`src/rtl/mem_arbiter_pkg.sv`:
```
// mem_arbiter_pkg: request codes, status codes and FSM states shared by the memory arbiter files.
//   MEM_NOP/READ/WRITE   : requester command encodings
//   MEM_RESTING..FINISHED: per-requester status encodings
//   arb_state_e          : arbiter FSM states
package mem_arbiter_pkg;
  localparam logic [1:0] MEM_NOP   = 2'd0;
  localparam logic [1:0] MEM_READ  = 2'd1;
  localparam logic [1:0] MEM_WRITE = 2'd2;
  localparam logic [1:0] MEM_RESTING       = 2'd0;
  localparam logic [1:0] MEM_WORKING       = 2'd1;
  localparam logic [1:0] MEM_INST_FINISHED = 2'd2;
  localparam logic [1:0] MEM_DATA_FINISHED = 2'd3;
  typedef enum logic [1:0] {ST_IDLE, ST_BUSY, ST_DONE} arb_state_e;
endpackage

```
`src/rtl/mem_arbiter_pick.sv`:
```
// mem_arb_pick: combinational grant selector for the memory arbiter.
//   pending_i, pending_d : requester wants the memory port
//   last_owner           : owner of the previous grant (0=I, 1=D)
//   grant                : some requester is pending
//   owner                : chosen requester (0=I, 1=D)
// A tie goes to the requester that is not last_owner; holding last_owner at 0
// therefore gives plain fixed D priority.
module mem_arb_pick
  import mem_arbiter_pkg::*;
(
  input  logic pending_i,
  input  logic pending_d,
  input  logic last_owner,
  output logic grant,
  output logic owner
);
  always_comb begin
    grant = pending_i | pending_d;
    owner = pending_d & ~(pending_i & last_owner);
  end
endmodule

```
`src/rtl/mem_arbiter.sv`:
```
// mem_arbiter: shares one main-memory port between the I-side and D-side requesters.
//   clk, rst_n                         : clock, asynchronous active-low reset
//   i_vis_signal/i_vis_addr, i_status  : I-side request (NOP/READ) and status
//   d_vis_signal/d_vis_addr/d_wdata,
//   d_status                           : D-side request (NOP/READ/WRITE) and status
//   rdata                              : returned word, valid in the FINISHED cycle
//   mem_req/mem_we/mem_addr/mem_wdata  : memory request, held until mem_done
//   mem_rdata, mem_done                : memory response
// Define MEM_ARB_ROUND_ROBIN_EN for round-robin tie breaking; otherwise D wins ties.
module mem_arbiter
  import mem_arbiter_pkg::*;
#(
  parameter int ADDR_WIDTH = 17,
  parameter int LEN        = 32
) (
  input  logic                  clk,
  input  logic                  rst_n,
  input  logic [1:0]            i_vis_signal,
  input  logic [ADDR_WIDTH-1:0] i_vis_addr,
  output logic [1:0]            i_status,
  input  logic [1:0]            d_vis_signal,
  input  logic [ADDR_WIDTH-1:0] d_vis_addr,
  input  logic [LEN-1:0]        d_wdata,
  output logic [1:0]            d_status,
  output logic [LEN-1:0]        rdata,
  output logic                  mem_req,
  output logic                  mem_we,
  output logic [ADDR_WIDTH-1:0] mem_addr,
  output logic [LEN-1:0]        mem_wdata,
  input  logic [LEN-1:0]        mem_rdata,
  input  logic                  mem_done
);
  arb_state_e            state, state_nx;
  logic                  owner, owner_nx;
  logic                  last_owner;
  logic                  grant, pick_owner;
  logic                  req_nx, we_nx;
  logic [ADDR_WIDTH-1:0] addr_nx;
  logic [LEN-1:0]        wdata_nx, rdata_nx;
  logic [1:0]            i_st_nx, d_st_nx;

  mem_arb_pick u_pick (
    .pending_i  (i_vis_signal == MEM_READ),
    .pending_d  (d_vis_signal != MEM_NOP),
    .last_owner (last_owner),
    .grant      (grant),
    .owner      (pick_owner)
  );

`ifdef MEM_ARB_ROUND_ROBIN_EN
  always_ff @(posedge clk or negedge rst_n)
    if (!rst_n) last_owner <= 1'b0;
    else if (state == ST_IDLE && grant) last_owner <= pick_owner;
`else
  assign last_owner = 1'b0;
`endif

  always_ff @(posedge clk or negedge rst_n)
    if (!rst_n) begin
      state     <= ST_IDLE;
      owner     <= 1'b0;
      mem_req   <= 1'b0;
      mem_we    <= 1'b0;
      mem_addr  <= '0;
      mem_wdata <= '0;
      rdata     <= '0;
      i_status  <= MEM_RESTING;
      d_status  <= MEM_RESTING;
    end else begin
      state     <= state_nx;
      owner     <= owner_nx;
      mem_req   <= req_nx;
      mem_we    <= we_nx;
      mem_addr  <= addr_nx;
      mem_wdata <= wdata_nx;
      rdata     <= rdata_nx;
      i_status  <= i_st_nx;
      d_status  <= d_st_nx;
    end

  always_comb begin
    state_nx = state;
    owner_nx = owner;
    req_nx   = mem_req;
    we_nx    = mem_we;
    addr_nx  = mem_addr;
    wdata_nx = mem_wdata;
    rdata_nx = rdata;
    i_st_nx  = i_status;
    d_st_nx  = d_status;
    case (state)
      ST_IDLE:
        if (grant) begin
          state_nx = ST_BUSY;
          owner_nx = pick_owner;
          req_nx   = 1'b1;
          we_nx    = pick_owner & (d_vis_signal == MEM_WRITE);
          addr_nx  = pick_owner ? d_vis_addr : i_vis_addr;
          wdata_nx = d_wdata;
          i_st_nx  = pick_owner ? MEM_RESTING : MEM_WORKING;
          d_st_nx  = pick_owner ? MEM_WORKING : MEM_RESTING;
        end
      ST_BUSY:
        if (mem_done) begin
          state_nx = ST_DONE;
          req_nx   = 1'b0;
          rdata_nx = mem_rdata;
          i_st_nx  = owner ? MEM_RESTING : MEM_INST_FINISHED;
          d_st_nx  = owner ? MEM_DATA_FINISHED : MEM_RESTING;
        end
      default: begin
        state_nx = ST_IDLE;
        i_st_nx  = MEM_RESTING;
        d_st_nx  = MEM_RESTING;
      end
    endcase
  end
endmodule

```
`config.mk`:
```
export PLATFORM = sky130hd
export DESIGN_NAME = mem_arbiter
export DESIGN_NICKNAME = d
export VERILOG_FILES = /design/src/rtl/mem_arbiter_pkg.sv /design/src/rtl/mem_arbiter_pick.sv /design/src/rtl/mem_arbiter.sv
export SDC_FILE = /design/constraint.sdc
export NUM_CORES = 1
export LEC_CHECK = 0
export ABC_AREA = 0
export BUFFER_PORTS_ARGS = -buffer_cell sky130_fd_sc_hd__buf_4
export CAP_MARGIN = 10
export CELL_PAD_IN_SITES_DETAIL_PLACEMENT = 1
export CELL_PAD_IN_SITES_GLOBAL_PLACEMENT = 2
export CORE_MARGIN = 8
export CORE_UTILIZATION = 26
export DETAILED_ROUTE_END_ITERATION = 10
export GPL_TIMING_DRIVEN = 0
export PLACE_DENSITY_LB_ADDON = 0.1
export SLEW_MARGIN = 20
export SYNTH_ARGS = -nofsm -noshare
export SYNTH_HDL_FRONTEND = slang
export SYNTH_HIERARCHICAL = 1
export SYNTH_SLANG_ARGS = --single-unit
```
`constraint.sdc`:
```
create_clock -name clk -period 1.3 [get_ports clk]
set_input_delay 0.13 -clock clk [delete_from_list [all_inputs] [get_ports clk]]
set_output_delay 0.13 -clock clk [all_outputs]
set_load 0.005 [all_outputs]
```
==> flow_summary.json <==
{
  "cpPeakStageDelay_ps": 420,
  "drtIter0Drc": 58,
  "min_period_ps": 1451,
  "grt_overflow": 0,
  "die_w_um": 135.2,
  "synthXorXnorAreaFrac_pct": 0,
  "synthToLayoutAreaGrowth_pct": 66.85,
  "synth_fa_ha_area_share_pct": 0,
  "yosysWarnings": 6,
  "cp_cell_sequence": "nor3b_4, buf_8, clkbuf_16, mux2_4",
  "power.density_nw_per_um2": 2033,
  "synth_edf_count": 0,
  "synth_flop_cell": "dfrtp_1",
  "syn_nets": 334,
  "cp-start-kind": "flip-flop",
  "core_area_um2": 13880,
  "hp-class": "in2reg",
  "dieArea_um2": 18270,
  "grt_max_degree": 91,
  "yosys.area_share.simple_pct": 3.119,
  "hpwl_um": 7980,
  "wire_per_inst_um": 17.44,
  "crit_required_ps": 1520,
  "switching_share_pct": 27.72,
  "final-setup-viol-count": 83,
  "grt_pass1_wl_um": 17090,
  "violations": "negative setup slack",
  "finalWorstSetupSlack_ps": -151.2,
  "critPathCaptureType": "flip-flop",
  "final_max_slew_viol_count": 0,
  "fmax_mhz": 689.1,
  "syn_avg_cell_area_um2": 16.12,
  "place_area_um2": 5420,
  "antenna_cells": 0,
  "ys_seq_area_share_pct": 61.02,
  "first_pass_iters": 3,
  "io_buffers": 191,
  "initial_core_util_pct": 26.59,
  "layout.nets": 562,
  "vdd_drop_max_v": 0.0007825,
  "power_frac_comb_pct": 42.7,
  "p_int_uw": 9051,
  "cts-root-buf": "clkbuf_16",
  "grtUsageTotal_pct": 12.08,
  "clk_latency_ps": 340,
  "synth_top_family_by_area": "multiplexers",
  "preCtsSetupSlack_ps": -578.2,
  "p_clk_share_pct": 18.9,
  "via_per_inst": 4.219,
  "cts_sinks": 90,
  "total_power_uw": 12520,
  "h-tree-depth": 3,
  "cts_made_buffers": 9,
  "die_h_um": 135.2,
  "ios": 192,
  "fin_area_um2": 6158,
  "relSlewSlack_pct": 44.25,
  "seq_power_share_pct": 38.4,
  "synth.distinct_cells": 26,
  "netlist_instances": 229,
  "hold_slack_ps": 19.76,
  "gp_congestion": 0.6375,
  "p_leak_uw": 0.002996,
  "hold_violations": 0,
  "fillers": 1456,
  "drv_cap": 0,
  "clk_path_buf_depth": 2,
  "synth_mux_area_share_pct": 31.36,
  "status": "complete, but fails checks",
  "drive_gt1_share_pct": 72.39,
  "async_reset_ff_share_pct": 100.0,
  "clkSlewWorstSetupHoldPaths_ps": 60,
  "cts_tree": "done",
  "drt_wl_total_um": 11160,
  "p_switching_uw": 3471,
  "critPathKind": "reg2reg",
  "via_count": 2700,
  "ys_ff_latch": 90,
  "drc_errors": 0,
  "cp_max_fo": 8,
  "rsz0062_at_grt": "true",
  "rows": 43,
  "synth_compound_area_share_pct": 1.390,
  "antenna_found_initial": 0,
  "min_period_over_period_pct": 111.6,
  "antenna_left": 0,
  "arrival_ps": 1670,
  "grt_pass1_vias": 3059,
  "netlist_area_um2": 3691,
  "crit_slowest_cell": "dfrtp_1",
  "tightest_slew_ps": 836.3,
  "finalClockSkew_ps": 8.691
}
-- cell families after synthesis --
| family | Yosys count |
|---|---|
| mux | 103 |
| flops | 90 |
| simple gates | 14 |
| buf+inv | 14 |
| compound gates | 7 |
| other cells | 1 |
-- area by class of cell --
cell class | instances | area [um2] | area share (%)
inverters | 2 | 7.507 | 0.1219
clock buffers | 11 | 242.7 | 3.941
multi-input cells | 125 | 1481 | 24.06
well taps | 180 | 225.2 | 3.657
repair buffers | 218 | 1779 | 28.89
clock inverters | 3 | 17.52 | 0.2844
flip-flops and latches | 90 | 2252 | 36.57
plain buffers | 11 | 152.6 | 2.479
-- state kept, by name, indices dropped and copies added, names as in the netlist --
name	count
i_status	2
state	2
mem_we	1
d_status	2
mem_wdata	32
mem_req	1
owner	1
mem_addr	17
rdata	32
-- final timing paths --
check,from,endpoint,slack (ps),depth (start not counted)
worst max-delay path,state[1]$_DFFE_PN0P_,mem_wdata[14]$_DFFE_PN0P_,-150,4
worst min-delay path,mem_rdata[29],rdata[29]$_DFFE_PN0P_,20,2
worst max register to register,state[1]$_DFFE_PN0P_,mem_wdata[14]$_DFFE_PN0P_,-150,4
worst min register to register,mem_req$_DFFE_PN0P_,mem_req$_DFFE_PN0P_,490,1
max in group asynchronous,rst_n,mem_wdata[27]$_DFFE_PN0P_,280,2
min in group asynchronous,rst_n,mem_wdata[5]$_DFFE_PN0P_,440,2
-- critical path: cells and delay by family, from the launching register on --
family,cells,cell delay [ps]
DFF,1,420
and+or+nand+nor,1,240
buffers and inverters,2,380
muxes,1,290
-- per-stage QoR --
step	util, %	cells	TNS, ps
floorplan	-	229	-8839
global placement	39.02	600	-31700
detailed placement	39.05	600	-32150
CTS	43.56	635	-11950
global route	44.37	640	-14000
finish	44.37	640	-9000
-- layout by cell type (no fill, tap or decap), drive strengths merged --
cell,count
o32ai,2
inv,2
o22ai,1
clkbuf,14
nand2,1
dlygate4sd3,10
a21boi,1
mux2,101
nand2b,4
mux2i,2
buf,216
a211oi,1
and3b,1
nand3b,1
nor2b,1
dfrtp,90
o21ai,1
nor2,1
clkinv,2
or2,3
clkinvlp,1
or4b,1
conb,1
nor3b,1
a21o,1
-- layer usage --
| metal | vias up | routed length (um) | global-route usage, % |
|---|---|---|---|
| met3 | 10 | 1259 | 6.120 |
| met2 | 114 | 5198 | 18.79 |
| met4 | 0 | 170 | 5.182 |
| met5 | - | 0 | 0 |
| met1 | 1318 | 4531 | 13.74 |
| li1 | 1258 | - | - |
-- cells in the mapped netlist (2+ instances only) --
library cell	number	area share, %
or2_2	2	0.34
mux2i_1	2	0.54
buf_4	3	0.61
inv_1	2	0.20
buf_2	2	0.27
dfrtp_1	90	61
o32ai_1	2	0.47
mux2_1	38	12
buf_6	6	1.8
mux2_2	63	19
nand2b_1	4	0.68
-- power by group through the flow --
| stage | Clock [uW] | Sequential (uW) | Combinational [uW] |
|---|---|---|---|
| finish | 2360 | 4810 | 5350 |
| global route | 2580 | 5010 | 5790 |
| CTS | 2470 | 4810 | 5270 |
| detailed placement | 0 | 4830 | 4700 |
| global placement | 0 | 4740 | 4680 |
| floorplan | 0 | 4860 | 1780 |
-- timing repair --
item | CTS | global route
gates cloned | 3 | 2
setup buffers | 8 | 5
resized for setup | 32 | 17
setup endpoints to repair | 81 | 85
hold endpoints to repair | 99 | 0
hold buffers | 10 | 0
pin swaps | 1 | 2
No activity file was read; power rests on OpenSTA's default activity.
